==> src/rtl/multicycle_main_controller_pkg.sv <==
// Shared control constants, state encoding and state-only decode for the multicycle core.
// Build option ILLEGAL_TRAP_EN adds the HALT state.
package ctrl_pkg;
    localparam int ST_BITS = 4;

    localparam logic [6:0] OP_R    = 7'b0110011;
    localparam logic [6:0] OP_I    = 7'b0010011;
    localparam logic [6:0] OP_LW   = 7'b0000011;
    localparam logic [6:0] OP_SW   = 7'b0100011;
    localparam logic [6:0] OP_BR   = 7'b1100011;
    localparam logic [6:0] OP_JAL  = 7'b1101111;
    localparam logic [6:0] OP_JALR = 7'b1100111;
    localparam logic [6:0] OP_LUI  = 7'b0110111;

    localparam logic [2:0] F3_BEQ = 3'b000;
    localparam logic [2:0] F3_BNE = 3'b001;
    localparam logic [2:0] F3_BLT = 3'b100;
    localparam logic [2:0] F3_BGE = 3'b101;

    localparam logic [1:0] ALUOP_ADD = 2'b00;
    localparam logic [1:0] ALUOP_SUB = 2'b01;
    localparam logic [1:0] ALUOP_R   = 2'b10;
    localparam logic [1:0] ALUOP_I   = 2'b11;

    localparam logic [1:0] RES_ALUOUT = 2'b00;
    localparam logic [1:0] RES_MEM    = 2'b01;
    localparam logic [1:0] RES_ALURES = 2'b10;
    localparam logic [1:0] RES_IMM    = 2'b11;

    localparam logic [1:0] SRCA_PC    = 2'b00;
    localparam logic [1:0] SRCA_OLDPC = 2'b01;
    localparam logic [1:0] SRCA_RD1   = 2'b10;

    localparam logic [1:0] SRCB_RD2  = 2'b00;
    localparam logic [1:0] SRCB_IMM  = 2'b01;
    localparam logic [1:0] SRCB_FOUR = 2'b10;

    localparam logic [2:0] IMM_I = 3'b000;
    localparam logic [2:0] IMM_S = 3'b001;
    localparam logic [2:0] IMM_B = 3'b010;
    localparam logic [2:0] IMM_J = 3'b011;
    localparam logic [2:0] IMM_U = 3'b100;

    typedef enum logic [ST_BITS-1:0] {
        S_FETCH     = 4'd0,
        S_DECODE    = 4'd1,
        S_MEM_ADR   = 4'd2,
        S_MEM_READ  = 4'd3,
        S_MEM_WB    = 4'd4,
        S_MEM_WRITE = 4'd5,
        S_EXEC_R    = 4'd6,
        S_EXEC_I    = 4'd7,
        S_ALU_WB    = 4'd8,
        S_BRANCH    = 4'd9,
        S_JAL       = 4'd10,
        S_JALR_ADR  = 4'd11,
        S_LUI       = 4'd12
`ifdef ILLEGAL_TRAP_EN
        , S_HALT    = 4'd13
`endif
    } state_t;

    typedef struct packed {
        logic       pc_write;
        logic       adr_src;
        logic       mem_write;
        logic       ir_write;
        logic       reg_write;
        logic [1:0] result_src;
        logic [1:0] alu_src_a;
        logic [1:0] alu_src_b;
        logic [2:0] imm_src;
        logic [1:0] alu_op;
        logic       instr_done;
    } ctrl_t;

    function automatic state_t next_state(input state_t s, input logic [6:0] op);
        state_t n;
        n = S_FETCH;
        case (s)
            S_FETCH:    n = S_DECODE;
            S_DECODE: begin
                case (op)
                    OP_R:          n = S_EXEC_R;
                    OP_I:          n = S_EXEC_I;
                    OP_LW, OP_SW:  n = S_MEM_ADR;
                    OP_BR:         n = S_BRANCH;
                    OP_JAL:        n = S_JAL;
                    OP_JALR:       n = S_JALR_ADR;
                    OP_LUI:        n = S_LUI;
`ifdef ILLEGAL_TRAP_EN
                    default:       n = S_HALT;
`else
                    default:       n = S_FETCH;
`endif
                endcase
            end
            S_MEM_ADR:  n = (op == OP_LW) ? S_MEM_READ : S_MEM_WRITE;
            S_MEM_READ: n = S_MEM_WB;
            S_EXEC_R,
            S_EXEC_I,
            S_JAL:      n = S_ALU_WB;
            S_JALR_ADR: n = S_JAL;
`ifdef ILLEGAL_TRAP_EN
            S_HALT:     n = S_HALT;
`endif
            default:    n = S_FETCH;
        endcase
        return n;
    endfunction

    // op-dependent imm_src and the branch pc_write are overlaid by the top.
    function automatic ctrl_t moore_outs(input state_t s);
        ctrl_t c;
        c = '0;
        case (s)
            S_FETCH: begin
                c.ir_write = 1'b1; c.pc_write = 1'b1;
                c.alu_src_a = SRCA_PC; c.alu_src_b = SRCB_FOUR;
                c.alu_op = ALUOP_ADD; c.result_src = RES_ALURES;
            end
            S_DECODE: begin
                c.alu_src_a = SRCA_OLDPC; c.alu_src_b = SRCB_IMM;
                c.imm_src = IMM_B; c.alu_op = ALUOP_ADD;
            end
            S_MEM_ADR, S_JALR_ADR: begin
                c.alu_src_a = SRCA_RD1; c.alu_src_b = SRCB_IMM;
                c.imm_src = IMM_I; c.alu_op = ALUOP_ADD;
            end
            S_MEM_READ:  c.adr_src = 1'b1;
            S_MEM_WB: begin
                c.result_src = RES_MEM; c.reg_write = 1'b1; c.instr_done = 1'b1;
            end
            S_MEM_WRITE: begin
                c.adr_src = 1'b1; c.mem_write = 1'b1; c.instr_done = 1'b1;
            end
            S_EXEC_R: begin
                c.alu_src_a = SRCA_RD1; c.alu_src_b = SRCB_RD2; c.alu_op = ALUOP_R;
            end
            S_EXEC_I: begin
                c.alu_src_a = SRCA_RD1; c.alu_src_b = SRCB_IMM;
                c.imm_src = IMM_I; c.alu_op = ALUOP_I;
            end
            S_ALU_WB: begin
                c.result_src = RES_ALUOUT; c.reg_write = 1'b1; c.instr_done = 1'b1;
            end
            S_BRANCH: begin
                c.alu_src_a = SRCA_RD1; c.alu_src_b = SRCB_RD2;
                c.alu_op = ALUOP_SUB; c.result_src = RES_ALUOUT; c.instr_done = 1'b1;
            end
            S_JAL: begin
                c.alu_src_a = SRCA_OLDPC; c.alu_src_b = SRCB_FOUR;
                c.alu_op = ALUOP_ADD; c.result_src = RES_ALUOUT; c.pc_write = 1'b1;
            end
            S_LUI: begin
                c.imm_src = IMM_U; c.result_src = RES_IMM;
                c.reg_write = 1'b1; c.instr_done = 1'b1;
            end
            default: c = '0;
        endcase
        return c;
    endfunction
endpackage

==> src/rtl/multicycle_main_controller_if.sv <==
// Control bundle between the main controller (master) and the datapath (slave).
interface multicycle_main_controller_if;
    logic [6:0] op;
    logic [2:0] func3;
    logic       zero;
    logic       neg;
    logic       pc_write;
    logic       adr_src;
    logic       mem_write;
    logic       ir_write;
    logic       reg_write;
    logic [1:0] result_src;
    logic [1:0] alu_src_a;
    logic [1:0] alu_src_b;
    logic [2:0] imm_src;
    logic [1:0] alu_op;
    logic       instr_done;

    modport master (
        input  op, func3, zero, neg,
        output pc_write, adr_src, mem_write, ir_write, reg_write, result_src,
               alu_src_a, alu_src_b, imm_src, alu_op, instr_done
    );

    modport slave (
        output op, func3, zero, neg,
        input  pc_write, adr_src, mem_write, ir_write, reg_write, result_src,
               alu_src_a, alu_src_b, imm_src, alu_op, instr_done
    );
endinterface

==> src/rtl/multicycle_main_controller_branch_cond.sv <==
// Branch decision from func3 and the ALU flags of RD1-RD2; unsupported func3 never branches.
module branch_cond
    import ctrl_pkg::*;
(
    input  logic [2:0] func3,
    input  logic       zero,
    input  logic       neg,
    output logic       take
);
    always_comb begin
        take = 1'b0;
        case (func3)
            F3_BEQ:  take = zero;
            F3_BNE:  take = ~zero;
            F3_BLT:  take = neg;
            F3_BGE:  take = ~neg;
            default: take = 1'b0;
        endcase
    end
endmodule

==> src/rtl/multicycle_main_controller.sv <==
// Main control FSM of the multicycle RV32I-subset core.
// Build option ILLEGAL_TRAP_EN: unknown opcodes park the FSM in HALT until reset.
module multicycle_main_controller
    import ctrl_pkg::*;
#(
    parameter int STATE_W = 4
)(
    input  logic                         clk,
    input  logic                         rst,
    multicycle_main_controller_if.master bus
);
    logic [STATE_W-1:0] state_q;
    state_t             cur, nxt;
    ctrl_t              outs_q, ctl;
    logic               take;

    assign cur = state_t'(state_q[ST_BITS-1:0]);
    assign nxt = next_state(cur, bus.op);

    // Outputs are registered from the next state so they are valid at the start of each state.
    always_ff @(posedge clk) begin
        if (rst) begin
            state_q <= STATE_W'(S_FETCH);
            outs_q  <= moore_outs(S_FETCH);
        end else begin
            state_q <= STATE_W'(nxt);
            outs_q  <= moore_outs(nxt);
        end
    end

    branch_cond u_branch_cond (
        .func3 (bus.func3),
        .zero  (bus.zero),
        .neg   (bus.neg),
        .take  (take)
    );

    // IR (op) is only valid after FETCH, so op-dependent fields cannot be pre-registered.
    always_comb begin
        ctl = outs_q;
        case (cur)
            S_DECODE:  ctl.imm_src  = (bus.op == OP_JAL) ? IMM_J : IMM_B;
            S_MEM_ADR: ctl.imm_src  = (bus.op == OP_SW)  ? IMM_S : IMM_I;
            S_BRANCH:  ctl.pc_write = take;
            default:   ;
        endcase
        if (rst) ctl = '0;
    end

    assign bus.pc_write   = ctl.pc_write;
    assign bus.adr_src    = ctl.adr_src;
    assign bus.mem_write  = ctl.mem_write;
    assign bus.ir_write   = ctl.ir_write;
    assign bus.reg_write  = ctl.reg_write;
    assign bus.result_src = ctl.result_src;
    assign bus.alu_src_a  = ctl.alu_src_a;
    assign bus.alu_src_b  = ctl.alu_src_b;
    assign bus.imm_src    = ctl.imm_src;
    assign bus.alu_op     = ctl.alu_op;
    assign bus.instr_done = ctl.instr_done;
endmodule

==> src/flat_wrapper.sv <==
// flat-port wrapper written by rule: the top's interface ports become plain ports
module multicycle_main_controller_flat import ctrl_pkg::*;
#(
    parameter int STATE_W = 4
)
  (clk, rst, bus_op, bus_func3, bus_zero, bus_neg, bus_pc_write, bus_adr_src, bus_mem_write, bus_ir_write, bus_reg_write, bus_result_src, bus_alu_src_a, bus_alu_src_b, bus_imm_src, bus_alu_op, bus_instr_done);
  multicycle_main_controller_if bus_i ();
  input  logic clk;
  input  logic rst;
  input wire logic [$bits(bus_i.op)-1:0] bus_op;
  input wire logic [$bits(bus_i.func3)-1:0] bus_func3;
  input wire logic [$bits(bus_i.zero)-1:0] bus_zero;
  input wire logic [$bits(bus_i.neg)-1:0] bus_neg;
  output wire logic [$bits(bus_i.pc_write)-1:0] bus_pc_write;
  output wire logic [$bits(bus_i.adr_src)-1:0] bus_adr_src;
  output wire logic [$bits(bus_i.mem_write)-1:0] bus_mem_write;
  output wire logic [$bits(bus_i.ir_write)-1:0] bus_ir_write;
  output wire logic [$bits(bus_i.reg_write)-1:0] bus_reg_write;
  output wire logic [$bits(bus_i.result_src)-1:0] bus_result_src;
  output wire logic [$bits(bus_i.alu_src_a)-1:0] bus_alu_src_a;
  output wire logic [$bits(bus_i.alu_src_b)-1:0] bus_alu_src_b;
  output wire logic [$bits(bus_i.imm_src)-1:0] bus_imm_src;
  output wire logic [$bits(bus_i.alu_op)-1:0] bus_alu_op;
  output wire logic [$bits(bus_i.instr_done)-1:0] bus_instr_done;
  assign bus_i.op = bus_op;
  assign bus_i.func3 = bus_func3;
  assign bus_i.zero = bus_zero;
  assign bus_i.neg = bus_neg;
  assign bus_pc_write = bus_i.pc_write;
  assign bus_adr_src = bus_i.adr_src;
  assign bus_mem_write = bus_i.mem_write;
  assign bus_ir_write = bus_i.ir_write;
  assign bus_reg_write = bus_i.reg_write;
  assign bus_result_src = bus_i.result_src;
  assign bus_alu_src_a = bus_i.alu_src_a;
  assign bus_alu_src_b = bus_i.alu_src_b;
  assign bus_imm_src = bus_i.imm_src;
  assign bus_alu_op = bus_i.alu_op;
  assign bus_instr_done = bus_i.instr_done;
  multicycle_main_controller #(.STATE_W(STATE_W)) u_core (.clk(clk), .rst(rst), .bus(bus_i));
endmodule
==> config.mk <==
export PLATFORM = sky130hd
export DESIGN_NAME = multicycle_main_controller_flat
export DESIGN_NICKNAME = d
export VERILOG_FILES = /design/src/rtl/multicycle_main_controller_pkg.sv /design/src/rtl/multicycle_main_controller_if.sv /design/src/rtl/multicycle_main_controller_branch_cond.sv /design/src/rtl/multicycle_main_controller.sv /design/src/flat_wrapper.sv
export SDC_FILE = /design/constraint.sdc
export NUM_CORES = 1
export LEC_CHECK = 0
export BUFFER_PORTS_ARGS = -buffer_cell sky130_fd_sc_hd__buf_2
export CORE_MARGIN = 5
export CORE_UTILIZATION = 45
export DETAILED_ROUTE_END_ITERATION = 7
export PLACE_DENSITY = 0.69
export REMOVE_ABC_BUFFERS = 1
export SETUP_SLACK_MARGIN = 0.1
export SYNTH_ARGS = -nofsm -noshare
export SYNTH_HDL_FRONTEND = slang
export SYNTH_SLANG_ARGS = --single-unit
export TNS_END_PERCENT = 100
==> constraint.sdc <==
create_clock -name clk -period 6 [get_ports clk]
set_clock_uncertainty 0.2 [all_clocks]
set_input_delay 0 -clock clk [delete_from_list [all_inputs] [get_ports clk]]
set_output_delay 0 -clock clk [all_outputs]
set_load 0.02 [all_outputs]
==> reports/metrics.csv, run 1 <==
metric,value,unit
outcome,"complete, no violations",
grt_pass1_vias,973,
maxCapViolCount,0,
worst_ep_required_time,6000,ps
hold_viol,0,
die_y,62.0,um
drc,0,
hold_class,in -> reg,
rsz0062_at_grt,false,
htreeDepth,1,
yosys.area_share.simple,35.2,%
areaGrowthSynthToFinish,11.5,%
syn_avg_cell_area,8.83,sq um
yosysTopAreaCell,dfxtp_1,
antenna_cells,0,
wire_per_inst,14.0,um
cts_made_buffers,3,
dpl_cell_area,1300,sq um
post-cts-setup-buffer-count,0,
grt_pass1_wl,4.34,mm
drt_first_pass_iters,4,
ios,31,
clkTransAtPathRegs,110,ps
clk_latency,300,ps
start_util,47.9,%
rows,18,
end_kind,register,
port-buffer-count,30,
gp_congestion,0.848,
die-area,3850,sq um
slew_violations,0,
relSlewSlack,26.0,%
die_x,62.0,um
syn_inst,138,
grt_overflow,0,
yosysUniqueCellTypes,49,
worst_pin_slew,1100,ps
async_flop_share,0,%
synth_edf_count,0,
cp.arrival,2860,ps
hpwl,1.96,mm
final.min_clock_period,2860,ps
final_layout_size_suffix_gt1_share,27.2,%
worstPathMaxFanout,12,
setup_viol,0,
synth_most_common_cell,dfxtp_1,
grtUsageTotal,15.1,%
synth_top_area_share,32.9,%
antenna_found_initial,0,
grt_max_degree,34,
fmax,0.349,GHz
ir_drop,0.148,mV
rrSetupSlack,3140,ps
p_leak,0.584,nW
power_density,193,nW/um^2
design_area,1360,sq um
synth_top_family_by_area,simple AND/OR/NAND/NOR gates,
ff_latch_area,400,sq um
synth_compound_area_share,19.4,%
ys_seq_area_share,32.9,%
ys_seq_elements,20,
multiInputGateArea,711,sq um
ys_top_cells_by_area,"dfxtp_1 33%, nor2b_1 8.2%, a21oi_1 3.7%",
fp.coreArea,2540,sq um
path_class,reg -> reg,
timing.final.crit_share,47.7,%
cts.sinks,20,
drt-total-wl,2.69,mm
cts_buffer_depth,2,
synth_commonest_cells,"20 x dfxtp_1, 16 x nor2b_1, 9 x a21oi_1, 8 x nand2_1, 7 x nor2_1",
cts_root_buf,clkbuf_4,
synthXorXnorAreaFrac,2.87,%
nFillCells,251,
cp-start-kind,register,
synth_mux_area_share,0.821,%
synthFlopType,dfxtp_1,
synth_fa_ha_area_share,0,%
cts_tree,done,
via_per_inst,5.77,
syn_area,1220,sq um
hold_slack,49.2,ps
nets,177,
vias,1107,
ant_nets,0,
yosys_warnings,0,
drt_iter0_markers,44,
fin_setup_tns,0,ps
[report_power, final]
group | leakage [nW] | internal (W) | switching (W)
sequential | 0.164 | 0.000138 | 0.00000281
clock | 0.0210 | 0.0000370 | 0.0000394
combinational | 0.400 | 0.0000186 | 0.0000261
[routing by layer]
layer	routed length [um]	part of all wire, %	track usage [%]	vias to the layer above
met5	0	0	0	-
met2	1300	48	24.0	41
met4	38	1.4	8.18	0
met1	1190	44	20.0	506
met3	160	5.9	1.65	4
li1	-	-	-	556
[state kept, by name, indices dropped and copies added (netlist names)]
register,flops
u_core.cur,4
u_core.outs_q,16
[placed cells by master, fill, tap and decap left out, types with 2 or more instances in the layout]
cell type	n
dfxtp_1	20
o211ai_1	3
nand4_1	3
nor2b_1	16
nor2_1	7
a211oi_1	2
or3_1	3
and3_1	3
nand3b_1	5
nand3_1	4
a31o_2	2
and3b_1	2
nor4b_2	2
buf_2	30
a21oi_1	9
o21bai_1	2
xnor2_1	2
nor3_1	5
nand2_1	8
clkbuf_4	3
a31oi_1	3
nand4b_1	2
xor2_1	2
dlygate4sd3_1	2
[cells by family after synthesis]
| group | Yosys count |
|---|---|
| compound gates | 33 |
| simple gates | 67 |
| xor+xnor | 4 |
| buf+inv | 13 |
| mux | 1 |
| flops | 20 |
[repair_timing]
action / in CTS / in global routing
resized for setup: 0 / 0
hold buffers: 2 / 0
hold endpoints to repair: 4 / 0
endpoints found under the setup margin: 0 / 0
[path summary, 6_finish.rpt]
kind                 startpoint                end  cells after the start
setup / recovery  u_core.cur[0]   u_core.outs_q[7]                      5
hold / removal        bus_op[5]   u_core.outs_q[9]                      5
setup reg to reg  u_core.cur[0]   u_core.outs_q[7]                      5
hold reg to reg   u_core.cur[1]  u_core.outs_q[15]                      2
[critical path, cell delays in order (launching register included)]
cell and delay [ps]:
dfxtp_1 530, nor4b_2 630, a31oi_1 70, o21ai_0 880
xnor2_1 170, a31o_2 290
[area by class of cell]
type | instances | share of cell area (%)
Inverter | 1 | 0.276
Clock buffer | 4 | 2.67
Multi-Input combinational cell | 105 | 52.3
Tap cell | 30 | 2.76
Timing Repair Buffer | 32 | 12.5
Sequential cell | 20 | 29.5
[metrics by stage]
stage	util, %	setup WS (ps)	std cells	total power [W]
6_report	53.4	3140	192	0.000262
5_1_grt	53.4	2870	192	0.000275
4_1_cts	53.4	3140	192	0.000264
3_5_place_dp	51.2	3160	186	0.000187
3_3_place_gp	51.2	3370	186	0.000186
2_1_floorplan	-	3650	126	0.000169
(Power assumes the default switching activity.)
==> inputs of run 2 (changes only) <==
==> constraint.sdc (replaced) <==
create_clock -name clk -period 3 [get_ports clk]
set_clock_uncertainty 0.2 [all_clocks]
set_input_delay 0 -clock clk [delete_from_list [all_inputs] [get_ports clk]]
set_output_delay 0 -clock clk [all_outputs]
set_load 0.02 [all_outputs]
==> run 2 against run 1 <==
Net effect:
- sequential share of layout area is 0.14 points higher
- total power is 88% higher
- via count is 0.72% lower
- setup slack worse by 2600 ps
- register-to-register slack worse by 2600 ps
- combinational power is 98% higher
- die area stayed put
- critical path depth stayed put
- routed wire length is 0.97% lower
- largest power group unchanged
- core utilization is 0.25 points lower
- final area is 0.46% lower
==> reports/metrics.csv, run 2 (synthesis gave the netlist of run 1 again) <==
metric,value,unit
regMostFlops,u_core.outs_q,
layout_common_cells,"30 x buf_2, 20 x dfxtp_1, 16 x nor2b_1",
worstHoldStart,bus_op[2],
grt_pass1_vias,980,
end_kind,register,
via_per_inst,5.72,
crit_chain,nor4b_2 > o2111ai_1 > and3_1 > or3_1 > a21boi_1,
htreeDepth,1,
final.min_clock_period,2450,ps
whs_endpoint,u_core.outs_q[14],
grt_overflow,0,
antenna_found_initial,0,
rrSetupSlack,550,ps
worstPathMaxFanout,11,
drt_iter0_markers,29,
drt_first_pass_iters,4,
multiInputGateArea,711,sq um
ant_nets,0,
cts_made_buffers,3,
rsz0062_at_grt,false,
vias,1099,
hold_viol,0,
fmax,0.408,GHz
ir_drop,0.193,mV
r2r_start,u_core.cur[0],
ios,31,
fin_setup_tns,0,ps
hold_slack,47.9,ps
design_area,1350,sq um
cts_buffer_depth,2,
nets,178,
worst_pin_slew,684,ps
place_ws,594,ps
relSlewSlack,54.4,%
final_layout_size_suffix_gt1_share,27.2,%
die_x,62.0,um
die-area,3850,sq um
grt_max_degree,34,
cp.arrival,2480,ps
clk_latency,290,ps
cp-start-kind,register,
timing.final.crit_share,81.7,%
fp.coreArea,2540,sq um
setup_viol,0,
cts.sinks,20,
p_leak,0.583,nW
hpwl,2.03,mm
drt-total-wl,2.67,mm
outcome,"complete, no violations",
gp_congestion,0.847,
path_class,reg -> reg,
whs_path_depth,3,
rows,18,
wire_per_inst,13.9,um
power_density,364,nW/um^2
die_y,62.0,um
critical_path.max_stage_delay,580,ps
cts_root_buf,clkbuf_4,
slew_violations,0,
drc,0,
antenna_cells,0,
layout_commonest_cell,buf_2,
rr_worst_depth,5,
crit_slowest_cell,nor4b_2,
port-buffer-count,30,
nFillCells,249,
power,0.000493,W
ff_latch_area,400,sq um
clkTransAtPathRegs,110,ps
worst_ep_required_time,3030,ps
areaGrowthSynthToFinish,11.0,%
largest_reg_flops,16,
r2r_end,u_core.outs_q[1],
hold_class,in -> reg,
cts_tree,done,
maxCapViolCount,0,
start_util,47.9,%
grt_pass1_wl,4.56,mm
dpl_cell_area,1310,sq um
fin_ws,550,ps
grtUsageTotal,15.5,%
## run 2: cell types whose count changed in the layout (fill, tap and decap cells not counted)
cell,delta
buf_4,+1
clkbuf_8,-1
## run 2: area by class of cell
cell class | count | area share, %
timing repair buffer | 33 | 13.1
sequential | 20 | 29.6
multi-input combinational | 105 | 52.5
tap | 30 | 2.78
clock buffer | 3 | 1.67
inverter | 1 | 0.278
## run 2: stage by stage
| stage | cells | utilization, % |
|---|---|---|
| 6_report | 192 | 53.1 |
| 3_3_place_gp | 187 | 51.5 |
| 4_1_cts | 192 | 53.1 |
| 2_1_floorplan | 126 | - |
| 3_5_place_dp | 187 | 51.5 |
| 5_1_grt | 192 | 53.1 |
## run 2: worst max path at each step
stage | endpoint | startpoint | cells past startpoint
floorplan | u_core.outs_q[16] | u_core.cur[0] | 5
global placement | u_core.outs_q[1] | u_core.cur[0] | 5
detailed placement | u_core.outs_q[1] | u_core.cur[0] | 5
CTS | u_core.outs_q[1] | u_core.cur[0] | 5
global route | u_core.outs_q[1] | u_core.cur[0] | 5
finish | u_core.outs_q[1] | u_core.cur[0] | 5
## run 2: report_power, final
group          leakage (nW)  switching (W)  total (W)  internal [W]
sequential            0.164     0.00000597   0.000281      0.000275
clock                0.0138      0.0000762   0.000123     0.0000466
combinational         0.405      0.0000514  0.0000887     0.0000373
total                 0.583       0.000134   0.000493      0.000359
## run 2: per-layer routing
metal  up-vias  global-route usage, %  part of all wire (%)
met3         4                   1.24                   4.7
li1        557                      -                     -
met4         0                   5.45                   1.6
met2        30                   26.9                    47
met5         -                      0                     0
met1       508                   20.1                    47
## run 2: critical path: cells and delay by family, from the launching register on
family,cells,cell delay (ps)
AOI/OAI and AO/OA,2,400
and+or+nand+nor,3,1260
DFF,1,540
## run 2: what timing repair did
item,in CTS,in global routing
endpoints found under the hold margin,3,0
buffers inserted,0,0
hold buffers,2,0
gates resized for setup,0,0
==> inputs of run 3 (changes only) <==
==> constraint.sdc (replaced) <==
create_clock -name clk -period 2.35 [get_ports clk]
set_clock_uncertainty 0.2 [all_clocks]
set_input_delay 0 -clock clk [delete_from_list [all_inputs] [get_ports clk]]
set_output_delay 0 -clock clk [all_outputs]
set_load 0.02 [all_outputs]
==> run 3 against run 2 <==
Net effect:
- final area is 6.0% higher
- count of clock-buffer cells in the layout stayed put
- hold slack worse by 44 ps
- sequential share of layout area is 0.98 points lower
- first-iteration DRC count is 10% lower
- sequential power is 27% higher
- clock power is 120% higher
- critical path depth stayed put
- die area stayed put
- critical endpoint is now bus_pc_write
- largest cell class unchanged
==> reports/metrics.csv, run 3 (synthesis gave the netlist of run 1 again) <==
metric,value,unit
final.min_clock_period,2190,ps
grt_max_degree,34,
drt_iter0_markers,26,
cts_tree,done,
design_area,1430,sq um
cp-start-kind,register,
layout_common_cells,"29 x buf_2, 16 x nor2b_1, 16 x dfxtp_1",
pwr-share-seq,47.6,%
antenna_found_initial,0,
r2r_start,u_core.cur[2],
crit_family,simple AND/OR/NAND/NOR gates,
dpl_cell_area,1330,sq um
switching_share,23.8,%
fin_ws,158,ps
via_per_inst,5.77,
die_y,62.0,um
regMostFlops,u_core.outs_q,
rows,18,
timing.final.crit_share,93.3,%
critical_path.max_stage_delay,480,ps
gp_congestion,0.855,
hpwl,2.08,mm
hold_viol,0,
htreeDepth,1,
clk_latency,300,ps
worst_ep_required_time,2150,ps
ir_drop,0.554,mV
switchingPower,0.000179,W
drt-total-wl,2.90,mm
cts.sinks,20,
startpoint,u_core.cur[1],
crit_chain,nand2b_1 > or3b_2 > or3_1 > a21oi_1 > buf_4,
worstPathMaxFanout,6,
grtUsageTotal,15.6,%
power_density,525,nW/um^2
die-area,3850,sq um
relSlewSlack,62.5,%
crit_slowest_cell,or3b_2,
areaGrowthSynthToFinish,17.7,%
nets,183,
place_ws,182,ps
cts_root_buf,clkbuf_4,
worstHoldStart,bus_op[1],
antenna_cells,0,
power.share.clock,36.6,%
worst_pin_slew,563,ps
fp.coreArea,2540,sq um
ios,31,
drt_first_pass_iters,4,
fmax,0.456,GHz
crit_buf_inv,1,
layout_commonest_cell,buf_2,
p_leak,0.623,nW
path_class,reg -> out,
clkTransAtPathRegs,120,ps
die_x,62.0,um
slew_violations,0,
port-buffer-count,30,
postLayoutCoreUtil,56.3,%
cts_buffer_depth,2,
largest_reg_flops,16,
vias,1142,
cts_made_buffers,3,
grt_pass1_vias,1001,
final_layout_size_suffix_gt1_share,32.7,%
setup_viol,0,
end_kind,primary output,
p_comb_share,15.9,%
p_int,0.000574,W
rsz0062_at_grt,true,
cp.arrival,1990,ps
wire_per_inst,14.6,um
grt_overflow,0,
outcome,"complete, no violations",
ant_nets,0,
grt_pass1_wl,4.56,mm
maxCapViolCount,0,
drc,0,
hold_class,in -> reg,
start_util,47.9,%
## run 3: cell count changes in the layout (fill, tap and decap cells not counted)
cell	previous run	this run
and3b_2	1	2
bufinv_16	0	1
dfxtp_1	20	16
dfxtp_4	0	2
dfxtp_2	0	2
and3b_1	2	1
buf_2	30	29
buf_4	1	7
## run 3: layout make-up
| cell class | count | area [sq um] |
|---|---|---|
| timing repair buffer | 38 | 218 |
| inverter | 1 | 3.75 |
| sequential | 20 | 410 |
| tap | 30 | 37.5 |
| clock inverter | 1 | 30.0 |
| multi-input combinational | 105 | 712 |
| fill | 266 | 1110 |
| clock buffer | 3 | 22.5 |
## run 3: power by group through the flow
stage | registers, W | clock network, W | logic (W)
2_1_floorplan | 0.000364 | 0 | 0.0000666
3_3_place_gp | 0.000366 | 0 | 0.000112
3_5_place_dp | 0.000367 | 0 | 0.000114
4_1_cts | 0.000359 | 0.000283 | 0.000117
5_1_grt | 0.000360 | 0.000296 | 0.000131
6_report | 0.000358 | 0.000275 | 0.000119
## run 3: worst paths after layout
path | to | slack, ps | depth (start not counted)
setup / recovery | bus_pc_write | 160 | 5
hold / removal | u_core.outs_q[14] | 4 | 3
setup reg to reg | u_core.outs_q[6] | 230 | 5
hold reg to reg | u_core.outs_q[15] | 440 | 2
## run 3: worst reg2reg max path, cell delays in order, from the launching register on
cell and delay [ps]:
dfxtp_2 410, nor2_1 320, nand3b_1 180, o32a_2 280, or4_1 480, a31oi_1 170
## run 3: per-stage QoR
stage                     setup TNS [ps]  cells  total power, W  hold WS, ps
after floorplan                    -2.62    126        0.000431         -131
after global placement                 0    190        0.000478          156
after detailed placement               0    190        0.000482          175
after CTS                              0    196        0.000759         25.1
after global routing                   0    198        0.000787         18.1
final                                  0    198        0.000753         3.58
## run 3: metal layers
layer	vias to the layer above	wire length, um	part of all wire, %	global-route usage [%]
met5	-	0	0	0
met4	0	41	1.4	6.97
met3	6	182	6.3	1.03
met2	44	1430	49	25.9
met1	526	1240	43	20.5
li1	566	-	-	-
## run 3: timing repair
action / in CTS / in global routing
gates resized for setup: 4 / 4
buffers inserted: 0 / 2
cloned: 0 / 0
setup endpoints to repair: 1 / 3
hold endpoints to repair: 4 / 0
hold buffers: 2 / 0
